$ cat src/rtl/sorted_stream_reader.sv
// Sweeps the sorter read port from address 0 and emits its valid entries as an ascending valid/ready stream.
// Two-cycle read latency into a 2-entry buffer; head held stable until accepted, reads pause when the buffer is full.
module sorted_stream_reader #(
  parameter int ELEMENTS    = 64,
  parameter int BIT_WIDTH   = 32,
  parameter int INDEX_WIDTH = 32,
  localparam int AW         = $clog2(ELEMENTS)
) (
  input  logic                     clk,
  input  logic                     rst_n,
  input  logic                     sorter_last,
  output logic [AW-1:0]            sorter_address,
  input  logic                     sorter_valid,
  input  logic [BIT_WIDTH-1:0]     sorter_data,
  input  logic [2*INDEX_WIDTH-1:0] sorter_meta,
  input  logic [AW:0]              limit,
  input  logic                     restart,
  output logic                     m_valid,
  input  logic                     m_ready,
  output logic [BIT_WIDTH-1:0]     m_data,
  output logic [2*INDEX_WIDTH-1:0] m_meta,
  output logic                     m_last,
  output logic                     busy,
  output logic                     done,
  output logic [AW:0]              emit_count
);

  typedef struct packed {
    logic [INDEX_WIDTH-1:0] id1;
    logic [INDEX_WIDTH-1:0] id0;
  } id_pair_s;

  typedef struct packed {
    logic [BIT_WIDTH-1:0] data;
    id_pair_s             meta;
  } entry_t;

  typedef enum logic [1:0] {IDLE, SWEEP, DRAIN, DONE} state_e;

  state_e      state_q, state_d;
  entry_t      slot_q [2];
  logic        wr_ptr_q, rd_ptr_q;
  logic [1:0]  count_q, count_nx;
  // rd_pend_q: address on the sorter port this cycle; rd_ret_q: its result is on sorter_* now
  logic        rd_pend_q, rd_ret_q;
  logic [AW:0] next_addr_q, accepted_q, acc_nx, lim_q;
  logic        push, pop, start, issue, inv_ret, lim_hit;

  assign busy    = (state_q == SWEEP) || (state_q == DRAIN);
  assign done    = (state_q == DONE);
  assign m_valid = busy && ((count_q == 2'd2) ||
                   ((state_q == DRAIN) && !rd_pend_q && !rd_ret_q && (count_q != 2'd0)));
  assign m_last  = (state_q == DRAIN) && !rd_pend_q && !rd_ret_q && (count_q == 2'd1);
  assign m_data  = slot_q[rd_ptr_q].data;
  assign m_meta  = slot_q[rd_ptr_q].meta;

  assign push     = busy && rd_ret_q && sorter_valid;
  assign pop      = m_valid && m_ready;
  assign count_nx = count_q + {1'b0, push} - {1'b0, pop};
  assign acc_nx   = accepted_q + (AW+1)'(push);

  always_ff @(posedge clk or negedge rst_n) begin
    if (!rst_n) state_q <= IDLE;
    else        state_q <= state_d;
  end

  always_comb begin
    state_d = state_q;
    start   = 1'b0;
    issue   = 1'b0;
    inv_ret = 1'b0;
    lim_hit = 1'b0;
    case (state_q)
      IDLE: begin
        if (sorter_last) begin
          start   = 1'b1;
          state_d = (ELEMENTS == 1) ? DRAIN : SWEEP;
        end
      end
      SWEEP: begin
        // the sorter packs valid entries from slot 0, so the first empty slot ends the sweep
        inv_ret = rd_ret_q && !sorter_valid;
        lim_hit = (lim_q != '0) && (acc_nx == lim_q);
        issue   = !inv_ret && !lim_hit && !rd_pend_q && (count_nx < 2'd2);
        if (inv_ret || lim_hit || (issue && (next_addr_q == (AW+1)'(ELEMENTS - 1))))
          state_d = DRAIN;
      end
      DRAIN: begin
        if ((count_q == 2'd0) && !rd_pend_q && !rd_ret_q) state_d = DONE;
      end
      DONE: begin
        if (restart) state_d = IDLE;
      end
      default: state_d = IDLE;
    endcase
  end

  always_ff @(posedge clk or negedge rst_n) begin
    if (!rst_n) begin
      sorter_address <= '0;
      next_addr_q    <= '0;
      accepted_q     <= '0;
      lim_q          <= '0;
      emit_count     <= '0;
      rd_pend_q      <= 1'b0;
      rd_ret_q       <= 1'b0;
      count_q        <= 2'd0;
      wr_ptr_q       <= 1'b0;
      rd_ptr_q       <= 1'b0;
      for (int i = 0; i < 2; i++) slot_q[i] <= '0;
    end else begin
      rd_ret_q  <= rd_pend_q;
      rd_pend_q <= start || issue;
      count_q   <= count_nx;
      if (start) begin
        sorter_address <= '0;
        next_addr_q    <= (AW+1)'(1);
        lim_q          <= limit;
        accepted_q     <= '0;
        emit_count     <= '0;
      end else if (issue) begin
        sorter_address <= next_addr_q[AW-1:0];
        next_addr_q    <= next_addr_q + (AW+1)'(1);
      end
      if (push) begin
        slot_q[wr_ptr_q] <= {sorter_data, sorter_meta};
        wr_ptr_q         <= ~wr_ptr_q;
        accepted_q       <= acc_nx;
      end
      if (pop) begin
        rd_ptr_q <= ~rd_ptr_q;
        if (emit_count < (AW+1)'(ELEMENTS)) emit_count <= emit_count + (AW+1)'(1);
      end
    end
  end

endmodule

$ cat config.mk
export PLATFORM = sky130hd
export DESIGN_NAME = sorted_stream_reader
export DESIGN_NICKNAME = d
export VERILOG_FILES = /design/src/rtl/sorted_stream_reader.sv
export SDC_FILE = /design/constraint.sdc
export NUM_CORES = 1
export LEC_CHECK = 0
export CAP_MARGIN = 40
export CORE_ASPECT_RATIO = 2
export CORE_UTILIZATION = 50
export DETAILED_ROUTE_END_ITERATION = 12
export PLACE_DENSITY = 0.84
export SETUP_SLACK_MARGIN = 0.15
export SKIP_LAST_GASP = 1
export SYNTH_ARGS = -nofsm -noshare
export SYNTH_HDL_FRONTEND = slang
export SYNTH_SLANG_ARGS = --single-unit
$ cat constraint.sdc
create_clock -name clk -period 3.75 [get_ports clk]
set_input_delay 0.375 -clock clk [delete_from_list [all_inputs] [get_ports clk]]
set_output_delay 0.375 -clock clk [all_outputs]
set_load 0.01 [all_outputs]
Word-level counts from Yosys, hierarchy flattened
Cells that the tools add are included.
{ "totals": {"ramBits": 0, "output_inout_bits": 113, "register_bits": 234, "mem_count": 0, "input_bits": 109, "rom_bits": 0, "latch_bits": 0} }
{ "op_classes": {"bitwise": 4, "add_sub_neg": 5, "order_cmp": 5, "n_shift": 0, "mux": 23, "div": 0, "multipliers": 0, "n_eq_ne": 11, "reduce_logical": 34} }
{ "op_table": {"columns": ["cell", "count"], "rows": [
  ["$mux 96", 4],
  ["$bwmux 192", 1],
  ["$demux 96 s1", 1],
  ["$mux 7", 7],
  ["$logic_and 1x1->1", 17],
  ["$add 7x1->7 const B", 2],
  ["$mux 6", 2],
  ["$mux 2", 4],
  ["$pmux 2 s4", 1],
  ["$add 7x1->7", 1],
  ["$eq 7x6->1 const B", 1],
  ["$eq 7x7->1", 1],
  ["$lt 7x7->1 const B", 1],
  ["$reduce_bool 7->1", 1],
  ["$eq 2x2->1 const B", 3],
  ["$reduce_bool 2->1", 3],
  ["$logic_not 1->1", 5],
  ["$logic_or 1x1->1", 5],
  ["$eq 2x1->1 const B", 2],
  ["$ge 2x2->1 const B", 2],
  ["$logic_not 2->1", 2],
  ["$ne 2x1->1 const B", 2],
  ["$ne 2x2->1 const B", 2],
  ["$not 1->2", 2],
  ["other kinds (7)", 10]
]} }

Logic depth before layout (Yosys ltp)
{ "logic_depth": {"word_depth": 15, "depth_mapped": 15, "depth_no_buf": 14} }

Worst setup path before layout
No wires, ideal clock.
{ "synth_path": {"path_type": "reg-to-reg", "from": "reg state_q[0]", "to": "reg state_q[1]", "path_slack_ns": 0.594, "stages_incl_launch_ff": 13, "t_arrival_ns": 3.029, "cell_sequence": "dfrtp_1 -> inv_1 -> ha_1 -> nand3_1 -> inv_1 -> ha_1 -> ha_1 -> nor2b_1 -> or3b_1 -> a222oi_1 -> nand2_1 -> a31oi_2 -> mux2_1"} }
{ "synth_between": {"elab_chain_len": 15} }
{ "synth_rtl": {"columns": ["item", "line", "rtl"], "rows": [
  ["from (decl)", "40", "state_e state_q, state_d;"],
  ["from (signal assigned)", "64", "else state_q <= state_d;"],
  ["$eq 2x1->1 or $eq 2x2->1 (tied branches)", "49", "assign busy = (state_q == SWEEP) || (state_q == DRAIN);"],
  ["$logic_or 1x1->1 (*)", "49", null],
  ["via busy", "23", "output logic busy,"],
  ["$logic_and 1x1->1 (*) (2 in a row)", "57", "assign push = busy && rd_ret_q && sorter_valid;"],
  ["via push", "47", "logic push, pop, start, issue, inv_ret, lim_hit;"],
  ["$add 7x1->7", "60", "assign acc_nx = accepted_q + (AW+1)'(push);"],
  ["$eq 7x7->1", "83", "lim_hit = (lim_q != '0) && (acc_nx == lim_q);"],
  ["$logic_and 1x1->1", "83", null],
  ["$logic_not 1->1", "84", "issue = !inv_ret && !lim_hit && !rd_pend_q && (count_nx < 2'd2);"],
  ["$logic_and 1x1->1 (3 in a row)", "84", null],
  ["$logic_and 1x1->1", "85", "if (inv_ret || lim_hit || (issue && (next_addr_q == (AW+1)'(ELEMENTS - 1))))"],
  ["$logic_or 1x1->1 (*)", "85", null],
  ["$ne 2x1->1 (no line) (*)", null, null],
  ["$reduce_and 4->1 (no line) (*)", null, null]
]} }
Mark *: on every way through the listed nets, which the timed path passes. The rest lies on a longest branch.
A chain may end at the register's enable or synchronous reset.

Final worst setup path
{ "layout_path": {"from": "reg state_q[0]", "to": "reg next_addr_q[5]"} }
{ "layout_lines": {"columns": ["item", "line", "rtl"], "rows": [
  ["branches (longest 7 deep; another with $add 2x1->2)", null, null],
  ["$sub 2x1->2 (*)", "59", "assign count_nx = count_q + {1'b0, push} - {1'b0, pop};"],
  ["via count_nx[1]", "43", "logic [1:0] count_q, count_nx;"],
  ["$lt 2x2->1 (*)", "84", null],
  ["$logic_and 1x1->1 (*)", "84", null],
  ["$mux 1 (*)", "73", "case (state_q)"],
  ["$reduce_bool 2->1 (no line) (*)", null, null],
  ["to (signal assigned)", "117", "next_addr_q <= (AW+1)'(1);"],
  ["to (signal assigned)", "123", "next_addr_q <= next_addr_q + (AW+1)'(1);"],
  ["to (decl)", "46", "logic [AW:0] next_addr_q, accepted_q, acc_nx, lim_q;"]
]} }
Mark *: on every way through the listed nets, which the timed path passes.

==> reports/metrics.cfg <==
[synthesis]
synth-async-reset-ratio = 1.00
avgSynthCellArea_um2 = 13.7
synth_fp_nets = 883
synth_edf_count = 0
synth_flop_cell = dfrtp_1
syn_area_um2 = 10500
synth-seq-area-share = 0.560
ys_ff_latch = 234
synth.distinct_cells = 50
syn_inst = 762
yosys_warnings = 0

[worst_setup_path]
worstPathArrival_ns = 3.63
rrSetupSlack_ns = 0.49
r2r-end = next_addr_q[5]
worstPathRequired_ns = 4.11
r2r-start = state_q[0]
startpoint_type = register
crit_path_end_kind = register
path_max_fanout = 5
reg2reg_depth = 14
critPathKind = reg -> reg

[floorplanning]
die_area_um2 = 21500
row_count = 74
die_x_um = 104
core_um2 = 20500
ios = 222
die_h_um = 207
initial_core_util = 0.511

[clock_tree]
clock_path_buffers = 3
htree_levels = 1
cts_root_buf = clkbuf_16
worstSkewPairLatency_ns = 0.50
tritoncts = yes
numCtsBuffers = 21
cts.sinks = 234
clk_pin_slew_ns = 0.07

[grt]
grt_pass1_wl_um = 37400
grt_util_all_layers = 0.219
antenna_found_initial = 0
grt_max_degree = 124
grt_pass1_vias = 7412
grt_overflow = 0

[hold_path]
hold_class = in -> async

[power]
combPwrFrac = 0.448
p_per_area_nw_per_um2 = 863
intPower_w = 0.00828
clockPowerShare = 0.188
ir_drop_uv = 490
switching_share = 0.303
pwr-share-seq = 0.364
leakage_nw = 6.15
p_switching_w = 0.00361

[sta]
finalCritPeriodShare = 0.870
fin_skew_ns = 0.00598
fmax_ghz = 0.306
max_slew_margin = 0.376
tns_ns = 0
slew_viol_final = 0
finalSetupViolations = 0
worstMarginPinSlew_ns = 0.937
rsz0062_at_grt = no
fin_crit_ns = 3.26
report.final.hold_viol_count = 34
holdWs_ns = -0.0686

[placement]
io_buffer_count = 221
dpl_cell_area_um2 = 13000
dp_hpwl_um = 15700
routabilityCongestion = 0.826

[drt]
wl_um = 23300
first_pass_iters = 4
drtIter0Drc = 196
drc = 0
avgViaCountPerCell = 5.47
ant_nets = 0
vias = 6861
wl_per_cell_um = 18.6

[layout]
drive_gt1_frac = 0.351
layout.nets = 1097
final_util = 0.673
syn_to_final_growth_pct = 31.7
final_area_um2 = 13800

[status]
run_status = finished, violations left
failed_checks = hold timing

[flow_run]
max_cap_violations = 0

cell usage in the layout (no fill, tap or decap), types with 2 or more instances in the layout:
| cell | count |
|---|---|
| o21ai_0 | 16 |
| nand3_1 | 17 |
| mux2_2 | 288 |
| xnor2_1 | 7 |
| o31ai_1 | 3 |
| clkinv_2 | 4 |
| o21ai_1 | 6 |
| nor2b_1 | 4 |
| nor2_1 | 12 |
| a21oi_1 | 3 |
| buf_12 | 6 |
| and3_1 | 4 |
| a31o_1 | 2 |
| clkbuf_16 | 21 |
| ha_1 | 12 |
| inv_1 | 10 |
| clkdlybuf4s50_1 | 220 |
| dfrtp_1 | 233 |
| mux2i_1 | 3 |
| o41ai_1 | 3 |
| xor2_1 | 4 |
| nand2_1 | 56 |
| nor4_1 | 3 |
| clkbuf_8 | 8 |
| buf_4 | 6 |
| and2_1 | 4 |
| bufinv_16 | 2 |
synthesized netlist by cell type, drive strengths merged, types with 2 or more instances:
cell | instances | area [um^2]
dfrtp | 234 | 5860
o41ai | 3 | 26.3
xor2 | 4 | 35.0
a31o | 2 | 17.5
nand2b | 2 | 12.5
xnor2 | 7 | 61.3
ha | 12 | 150
inv | 10 | 37.5
and3 | 4 | 25.0
or2 | 2 | 12.5
mux2 | 289 | 3250
a21oi | 4 | 23.8
o31ai | 3 | 22.5
nand3 | 18 | 103
clkbuf | 32 | 120
and2 | 4 | 25.0
nand4 | 2 | 18.8
o21ai | 22 | 110
nor2b | 4 | 25.0
buf | 11 | 52.6
nor4 | 3 | 18.8
a2111oi | 2 | 18.8
mux2i | 3 | 30.0
nor2 | 12 | 45.0
nand2 | 57 | 214
worst max-delay path, stage by stage, from the launching register on:
cell and delay [ns]:
dfrtp_1 0.40, inv_1 0.13, ha_1 0.23, nor4bb_2 0.37, o211ai_1 0.24, inv_1 0.10
ha_1 0.22, inv_1 0.05, ha_1 0.14, xor3_1 0.24, nor2_1 0.17, nand2_1 0.10
a2111oi_1 0.50, xnor2_1 0.17, nor2_1 0.05
routing by layer:
metal	vias up	track usage	part of all wire
met4	0	0.108	0.042
met5	-	0	0
li1	3122	-	-
met2	187	0.425	0.56
met1	3495	0.222	0.35
met3	57	0.0370	0.042
area by class of cell:
class | instances | area, um^2
repair buffers | 234 | 2410
clock inverters | 6 | 80.1
flip-flops and latches | 234 | 5860
diodes | 1 | 2.50
inverters | 10 | 37.5
multi-input cells | 475 | 4420
fillers | 1473 | 6680
clock buffers | 29 | 636
well taps | 266 | 333
power by group through the flow:
stage	Sequential (W)	Combinational, W	Clock, W
detailed placement	0.00437	0.00534	0
global placement	0.00430	0.00523	0
floorplan	0.00410	0.00311	0
CTS	0.00434	0.00537	0.00230
finish	0.00433	0.00533	0.00223
global route	0.00448	0.00570	0.00238
sequential cells by signal (all words and copies together), names as in the netlist:
signal          cells
rd_ret_q            1
slot_q            192
accepted_q          7
lim_q               7
next_addr_q         7
state_q             2
sorter_address      6
rd_ptr_q            1
count_q             2
rd_pend_q           1
emit_count          7
wr_ptr_q            1
repair_timing:
item	in CTS	in global routing
hold buffers	0	0
setup endpoints to repair	0	8
setup buffers	0	1
resized for setup	0	3
logic make-up (layout without fill, tap and decap cells):
family,Yosys count,in the layout,share of synthesized area
compound gates,46,46,0.0291
fa+ha+maj,12,12,0.0144
simple gates,113,113,0.0513
other cells,0,1,0
buf+inv,53,279,0.0201
mux,292,292,0.314
xor+xnor,12,12,0.0115
flops,234,234,0.560
per-stage QoR:
stage | cells | setup WS, ns | total power [W]
floorplan | 762 | 0.594 | 0.00721
global placement | 1217 | 0.393 | 0.00953
detailed placement | 1218 | 0.233 | 0.00971
CTS | 1253 | 0.288 | 0.0120
global route | 1254 | 0.199 | 0.0126
finish | 1255 | 0.487 | 0.0119
worst max-delay path by stage:
stage / from / end / slack, ns
2_1_floorplan: state_q[0] / state_q[1] / 0.59
3_3_place_gp: sorter_valid / state_q[1] / 0.39
3_5_place_dp: sorter_valid / state_q[1] / 0.23
4_1_cts: state_q[0] / next_addr_q[5] / 0.29
5_1_grt: state_q[0] / state_q[1] / 0.20
6_report: state_q[0] / next_addr_q[5] / 0.49
No activity file was read; power rests on OpenSTA's default activity.
